## config.mk

```make
export PLATFORM = sky130hd
export DESIGN_NAME = mod_add_serial
export DESIGN_NICKNAME = d
export VERILOG_FILES = /design/src/rtl/mod_arith_pkg.sv /design/src/rtl/mod_add_limb.sv /design/src/rtl/mod_add_serial.sv
export SDC_FILE = /design/constraint.sdc
export NUM_CORES = 2
export LEC_CHECK = 0
export CORE_AREA = 2 2 398 400
export DETAILED_ROUTE_END_ITERATION = 12
export DIE_AREA = 0 0 400 402
export GPL_TIMING_DRIVEN = 1
export PLACE_DENSITY = 0.67
export REMOVE_ABC_BUFFERS = 1
export SETUP_SLACK_MARGIN = 0.3
export SLEW_MARGIN = 10
export SYNTH_ARGS = -nofsm -noshare
export SYNTH_HDL_FRONTEND = slang
export SYNTH_SLANG_ARGS = --single-unit
```

## constraint.sdc

```tcl
create_clock -name clk -period 8.6 [get_ports clk]
set_input_delay 1.29 -clock clk [delete_from_list [all_inputs] [get_ports clk]]
set_output_delay 1.29 -clock clk [all_outputs]
set_load 0.005 [all_outputs]
```

## src/rtl/mod_arith_pkg.sv

```systemverilog
// Shared definitions for the limb-serial modular arithmetic blocks:
// FSM encoding, counter sizing and the operand/limb geometry check.
package mod_arith_pkg;

  typedef enum logic [1:0] {
    IDLE = 2'd0,
    RUN  = 2'd1,
    DONE = 2'd2
  } state_t;

  // Width of a counter that must reach the value n inclusive.
  function automatic int cnt_width(input int n);
    return (n < 1) ? 1 : $clog2(n + 1);
  endfunction

  function automatic bit limbs_ok(input int nbits, input int limb);
    return (limb > 0) && (nbits >= limb) && ((nbits % limb) == 0);
  endfunction

endpackage

```

## src/rtl/mod_add_limb.sv

```systemverilog
// One limb of the serial modular adder: add with carry, then subtract the
// modulus limb with borrow. Purely combinational.
module mod_add_limb #(
  parameter int LIMB = 64
) (
  input  logic [LIMB-1:0] a_i,
  input  logic [LIMB-1:0] b_i,
  input  logic [LIMB-1:0] q_i,
  input  logic            cin,
  input  logic            bin,
  output logic [LIMB-1:0] s_i,
  output logic [LIMB-1:0] d_i,
  output logic            cout,
  output logic            bout
);

  logic [LIMB:0] sum_w;
  logic [LIMB:0] dif_w;

  assign sum_w = {1'b0, a_i} + {1'b0, b_i} + {{LIMB{1'b0}}, cin};
  // The top bit of the LIMB+1-bit difference is set exactly when it went negative.
  assign dif_w = {1'b0, sum_w[LIMB-1:0]} - {1'b0, q_i} - {{LIMB{1'b0}}, bin};

  assign s_i  = sum_w[LIMB-1:0];
  assign cout = sum_w[LIMB];
  assign d_i  = dif_w[LIMB-1:0];
  assign bout = dif_w[LIMB];

endmodule

```

## src/rtl/mod_add_serial.sv

```systemverilog
// Limb-serial modular adder y = (a + b) mod q, LSB limb first, with
// valid/ready handshakes on input and output.
module mod_add_serial
  import mod_arith_pkg::*;
#(
  parameter int NBITS = 256,
  parameter int LIMB  = 64
) (
  input  logic             clk,
  input  logic             rst_n,
  input  logic             in_valid,
  output logic             in_ready,
  input  logic [NBITS-1:0] a,
  input  logic [NBITS-1:0] b,
  input  logic [NBITS-1:0] q,
  output logic             out_valid,
  input  logic             out_ready,
  output logic [NBITS-1:0] y
);

  localparam int NLIMBS = NBITS / LIMB;
  localparam int CW     = cnt_width(NLIMBS);

  generate
    if (!limbs_ok(NBITS, LIMB)) begin : g_bad_geometry
      $error("mod_add_serial: NBITS must be a nonzero multiple of LIMB");
    end
  endgenerate

  state_t           state;
  logic [CW-1:0]    cnt;
  logic [NBITS-1:0] a_sr, b_sr, q_sr;
  logic [NBITS-1:0] sum_r, diff_r;
  logic             carry, borrow;

  logic [LIMB-1:0]       s_i, d_i;
  logic                  cout, bout;
  logic [NBITS+LIMB-1:0] sum_cat, diff_cat;

  mod_add_limb #(.LIMB(LIMB)) u_limb (
    .a_i  (a_sr[LIMB-1:0]),
    .b_i  (b_sr[LIMB-1:0]),
    .q_i  (q_sr[LIMB-1:0]),
    .cin  (carry),
    .bin  (borrow),
    .s_i  (s_i),
    .d_i  (d_i),
    .cout (cout),
    .bout (bout)
  );

  // New limbs enter at the top so limb 0 ends up in the LSBs after NLIMBS shifts.
  assign sum_cat  = {s_i, sum_r};
  assign diff_cat = {d_i, diff_r};

  // NOTE: sequential state uses non-blocking assignments so every register
  // samples pre-edge values regardless of statement order.
  always_ff @(posedge clk or negedge rst_n) begin
    if (!rst_n) begin
      state     <= IDLE;
      cnt       <= '0;
      // NOTE: the wide operand/result shift registers are reset as well, so an
      // aborted operation leaves no residue visible on y or in later runs.
      a_sr      <= '0;
      b_sr      <= '0;
      q_sr      <= '0;
      sum_r     <= '0;
      diff_r    <= '0;
      carry     <= 1'b0;
      borrow    <= 1'b0;
      in_ready  <= 1'b1;
      out_valid <= 1'b0;
      y         <= '0;
    end else begin
      case (state)
        IDLE: begin
          if (in_valid) begin
            a_sr     <= a;
            b_sr     <= b;
            q_sr     <= q;
            carry    <= 1'b0;
            borrow   <= 1'b0;
            cnt      <= '0;
            in_ready <= 1'b0;
            state    <= RUN;
          end
        end
        RUN: begin
          if (cnt == CW'(NLIMBS)) begin
            // (a+b) >= q when the top limb carried out or the subtraction did not borrow.
            y         <= (carry | ~borrow) ? diff_r : sum_r;
            out_valid <= 1'b1;
            state     <= DONE;
          end else begin
            a_sr   <= a_sr >> LIMB;
            b_sr   <= b_sr >> LIMB;
            q_sr   <= q_sr >> LIMB;
            sum_r  <= sum_cat[NBITS+LIMB-1:LIMB];
            diff_r <= diff_cat[NBITS+LIMB-1:LIMB];
            carry  <= cout;
            borrow <= bout;
            cnt    <= cnt + CW'(1);
          end
        end
        DONE: begin
          if (out_ready) begin
            out_valid <= 1'b0;
            in_ready  <= 1'b1;
            state     <= IDLE;
          end
        end
        default: state <= IDLE;
      endcase
    end
  end

endmodule
```

* After elaboration in Yosys (flattened, before gate mapping) *
Index checks and enable logic that the tools add are counted.

storage, ports and cells
  bits in registers = 1545
  word-level logic and storage cells = 64

cells by class
  equality and inequality tests = 7
  add/subtract/negate cells = 5
  muxes and demuxes = 27
  bitwise gates (word level) = 3
  reduce and logical (&&, ||, !) cells = 10

operators with widths
  kind                   number
  $mux W256              7
  $pmux W256 S2          3
  $add A64 B64 Y65       1
  $add A65 B1 Y65        1
  $sub A64 B64 Y65       1
  $sub A65 B1 Y65        1
  $reduce_and A3 Y1      4
  $ne A2 B2 Y1 const B   4
  $pmux W1 S2            4
  $mux W1                6
  $mux W2                3
  $mux W3                2
  $pmux W2 S3            1
  $pmux W3 S2            1
  $reduce_bool A2 Y1     3
  $reduce_and A2 Y1      2
  $add A3 B1 Y3 const B  1
  $eq A3 B3 Y1 const B   1
  $eq A2 B1 Y1 const B   1
  $eq A2 B2 Y1 const B   1
  $logic_not A2 Y1       1
  $not A1 Y1             2
  $or A1 B1 Y1           1

* Logic depth before layout (Yosys ltp) *
  word-level depth = 6
  depth in mapped cells = 26

* By module *
Synthesis repeated with hierarchy kept, for this count alone.

unflattened totals
  cells, all modules = 5807
  area total of the unflattened synthesis = 74740.4 sq um

by module, submodules not included
  module          area each (sq um)  instances  sequential area each (sq um)  cells each
  mod_add_serial  65965.8            1          38663.3                       4519
  mod_add_limb    8774.7             1          0.0                           1288

* Worst setup path after synthesis *
Ideal clock, no wire load.

  kind = register -> register
  start = reg a_sr[0]
  end = reg diff_r[255]
  arrival = 5.623 ns
  clock period less this slack = 5.705 ns
  cell stages (with the launch flop) = 25
  slack = 2.895 ns
  cell sequence = dfrtp_1 -> fa_1 -> inv_1 -> fa_1 -> nor2b_1 -> o31ai_1 -> a21oi_1 -> a21oi_1 -> o31ai_1 -> a211oi_1 -> o21ai_0 -> xnor2_1 -> ha_1 -> inv_1 -> ha_1 -> nand4_1 -> or3_1 -> or3_4 -> o221ai_1 -> o211ai_2 -> o41a_1 -> o211a_4 -> and3b_1 -> a22oi_1 -> o22ai_1

on the way
  longest elaborated chain between the ends = 4

RTL lines
  element                 RTL line              RTL
  from (decl)             mod_add_serial.sv:32  logic [NBITS-1:0] a_sr, b_sr, q_sr;
  from (signal assigned)  mod_add_serial.sv:95  a_sr <= a_sr >> LIMB;
  $add A64 B64 Y65        mod_add_limb.sv:20    assign sum_w = {1'b0, a_i} + {1'b0, b_i} + {{LIMB{1'b0}}, cin};
  $add A65 B1 Y65         mod_add_limb.sv:20
  $sub A64 B64 Y65        mod_add_limb.sv:22    assign dif_w = {1'b0, sum_w[LIMB-1:0]} - {1'b0, q_i} - {{LIMB{1'b0}}, bin};
  $sub A65 B1 Y65         mod_add_limb.sv:22
  to (signal assigned)    mod_add_serial.sv:99  diff_r <= diff_cat[NBITS+LIMB-1:LIMB];
  to (decl)               mod_add_serial.sv:33  logic [NBITS-1:0] sum_r, diff_r;

No other way between the ends.
A chain may end at the register's enable or synchronous reset.

* Worst setup path after layout *
  start = reg carry
  end = reg diff_r[255]

on the way
  longest elaborated chain between the ends = 3

RTL lines
  element                 RTL line               RTL
  from (decl)             mod_add_serial.sv:34   logic carry, borrow;
  from (signal assigned)  mod_add_serial.sv:100  carry <= cout;
  $add A65 B1 Y65         mod_add_limb.sv:20
  $sub A64 B64 Y65        mod_add_limb.sv:22
  $sub A65 B1 Y65         mod_add_limb.sv:22

No other way between the ends.

==> impl_metrics.toml <==
[grt]
use_met2 = 0.422
grt_pass1_vias = 53900
grtUsageMet1 = 0.403
antenna_found_initial = 86
grt_pass1_wl_um = 345000
grt_usage = 0.283
use_met3 = 0.0620
gr-total-overflow = 0
grt-busiest-layer = "met2"
grt_start_max_net_pins = 265

[critical_path]
r2r_setup_slack_ps = 1750
worstSetupStartpoint = "carry$_DFFE_PN0P_"
cpMaxStageDelayCell = "dfrtp_1"
slowest_delay_ps = 530
cp.arrival_ps = 7520
reg2reg_from = "carry$_DFFE_PN0P_"
critPathMaxFanout = 7
critPathRequiredTime_ps = 9280
worstSetupPathType = "reg -> reg"
worst_setup_path_end_kind = "flip-flop"
cp-start-kind = "flip-flop"

[logic_synthesis]
synth.distinct_cells = 78
yosysTopAreaCellShare = 0.559
synth_edf_count = 0
yosys-top-cells-area = "dfrtp_1, nand2_1, a222oi_1"
ys_seq_area_frac = 0.559
syn_area_um2 = 69200
synth-main-ff-cell = "dfrtp_1"
yosys.area.top_type = "dfrtp_1"
synthCells = 6820
syn_area_per_cell_um2 = 10.1
synth-seq-cells = 1545
ys_async_sr_fraction = 1.00
ys_warn_count = 0

[clock_tree]
clk_path_buf_depth = 3
cts_resized = 0
clk_latency_ps = 800
htree_levels = 4
cts_sinks = 1545
hold_buffers = 0
cts_tree = "done"
ctsRootBufferMaster = "clkbuf_16"
clk_pin_slew_worst_paths_ps = 70
cts_inserted_buffers = 167
postCtsSetupRepairBufs = 0

[layout]
fillers = 13800
drive_gt1_frac = 0.0439
syn2layout_area_growth_pct = 25.0
final_cells = 9831
final_common_cell = "nand2_1"
layout_common_cells = "nand2_1, dfrtp_1, clkdlybuf4s50_1"
fin_nets = 8540

[min_path]
hold_class = "reg -> reg"
worstHoldStart = "q_sr[81]$_DFFE_PN0P_"

[status]
violations = "DRC, slew limit"
status = "complete, but fails checks"

[placed_design]
dp_slack_ps = 1760
portBuffers = 1029
dpl.cell_count = 9478
hpwl_um = 169000
globalplace.congestion = 0.902

[detailed_routing]
vias_per_cell = 5.66
drt_iter0_drc = 7027
drt_drc_violations_left = 4
dr.pass1.iters = 13
routed_wl_um = 233000
ant_nets = 0
vias = 55600
wl_per_cell_um = 23.7

[timing]
clock_skew_ps = 62.7
period_share = 0.796
rsz0062_at_grt = "no"
max_slew_margin = -0.0384
hold_viol = 0
max_freq_ghz = 0.146
tightest_slew_ps = 1560
report.final.slew_viol_count = 101
setup_tns_ps = 0
setup_viol = 0
layout_min_cycle_time_ps = 6850
setup_ws_ps = 1750

[floorplan]
start_util = 0.440
die_area_um2 = 161000
rows = 146
die_x_um = 400
fp.dieH_um = 402
io-pin-count = 1030
core_um2 = 157000

[flow_run]
cap_violations = 0
## synthesized netlist by cell type (9+ instances only)
cell         n
nand2_1   1631
dfrtp_1   1544
inv_1      750
a222oi_1   576
clkbuf_1   464
o21ai_0    440
mux2i_1    256
a22o_1     194
ha_1       189
a21oi_1    140
a21o_1      91
xnor2_1     71
nor2_1      62
xor2_1      49
nand4_1     47
o21bai_1    27
a31oi_1     21
buf_1       20
nor3_1      20
nand2b_1    18
nand3_1     18
o31ai_1     12
nor2b_1     11
a211oi_1     9
and3_1       9
o211ai_1     9
## worst max-delay path, delay by kind of cell (launching register included)
kind                     cells  cell delay [ps]
AND/OR/NAND/NOR              6             1650
buffers and inverters        2              110
AO/OA/AOI/OAI               12             2830
XOR/XNOR                     1              170
adder cells (fa/ha/maj)      4             1430
flip-flops                   1              530
## final timing paths
path                                      endpoint  cells past startpoint
max                        diff_r[255]$_DFFE_PN0P_                     25
min                           q_sr[17]$_DFFE_PN0P_                      2
max reg2reg                diff_r[255]$_DFFE_PN0P_                     25
min reg2reg                   q_sr[17]$_DFFE_PN0P_                      2
max in group asynchronous        y[21]$_DFFE_PN0P_                      3
min in group asynchronous    q_sr[134]$_DFFE_PN0P_                      1
## flip-flops by register name, indices dropped and copies added, names as in the netlist, 2 cells and up
| register | count |
|---|---|
| diff_r | 256 |
| q_sr | 256 |
| y | 256 |
| sum_r | 256 |
| a_sr | 256 |
| cnt | 3 |
| state | 2 |
| b_sr | 256 |
## layer usage
metal	wire, µm	share of wire	up-vias
met1	104000	0.45	27600
met4	8120	0.035	38
met5	243	0.0010	-
met3	16600	0.071	401
met2	104000	0.45	1990
li1	-	-	25500
## stage by stage
stage          hold slack [ps]  utilization  area (µm²)
2_1_floorplan              445            -       67300
3_3_place_gp               451        0.514       80800
3_5_place_dp               462        0.514       80800
4_1_cts                    458        0.550       86300
5_1_grt                    491        0.550       86400
6_report                   469        0.550       86500
## layout make-up
| cell class | count | area, µm² | share of cell area |
|---|---|---|---|
| sequential | 1545 | 38700 | 0.447 |
| multi-input combinational | 4033 | 25900 | 0.299 |
| timing repair buffer | 1078 | 10900 | 0.126 |
| clock buffer | 242 | 4850 | 0.0561 |
| inverter | 750 | 2820 | 0.0326 |
| tap | 2072 | 2590 | 0.0300 |
| clock inverter | 55 | 652 | 0.00754 |
| antenna | 56 | 140 | 0.00162 |
## cells by family (layout without fill, tap and decap cells)
group,count (synthesis),after routing,share of synthesized area
AO/OA/AOI/OAI,1601,1601,0.178
XOR/XNOR,120,120,0.0152
adder cells (fa/ha/maj),193,193,0.0353
buffers and inverters,1242,2125,0.0676
flip-flops,1545,1545,0.559
multiplexers,260,260,0.0377
other,0,56,0
AND/OR/NAND/NOR,1859,1859,0.107
Power is not shown: default switching activity piles up to over one toggle a cycle in this logic, so the estimate is an artifact.
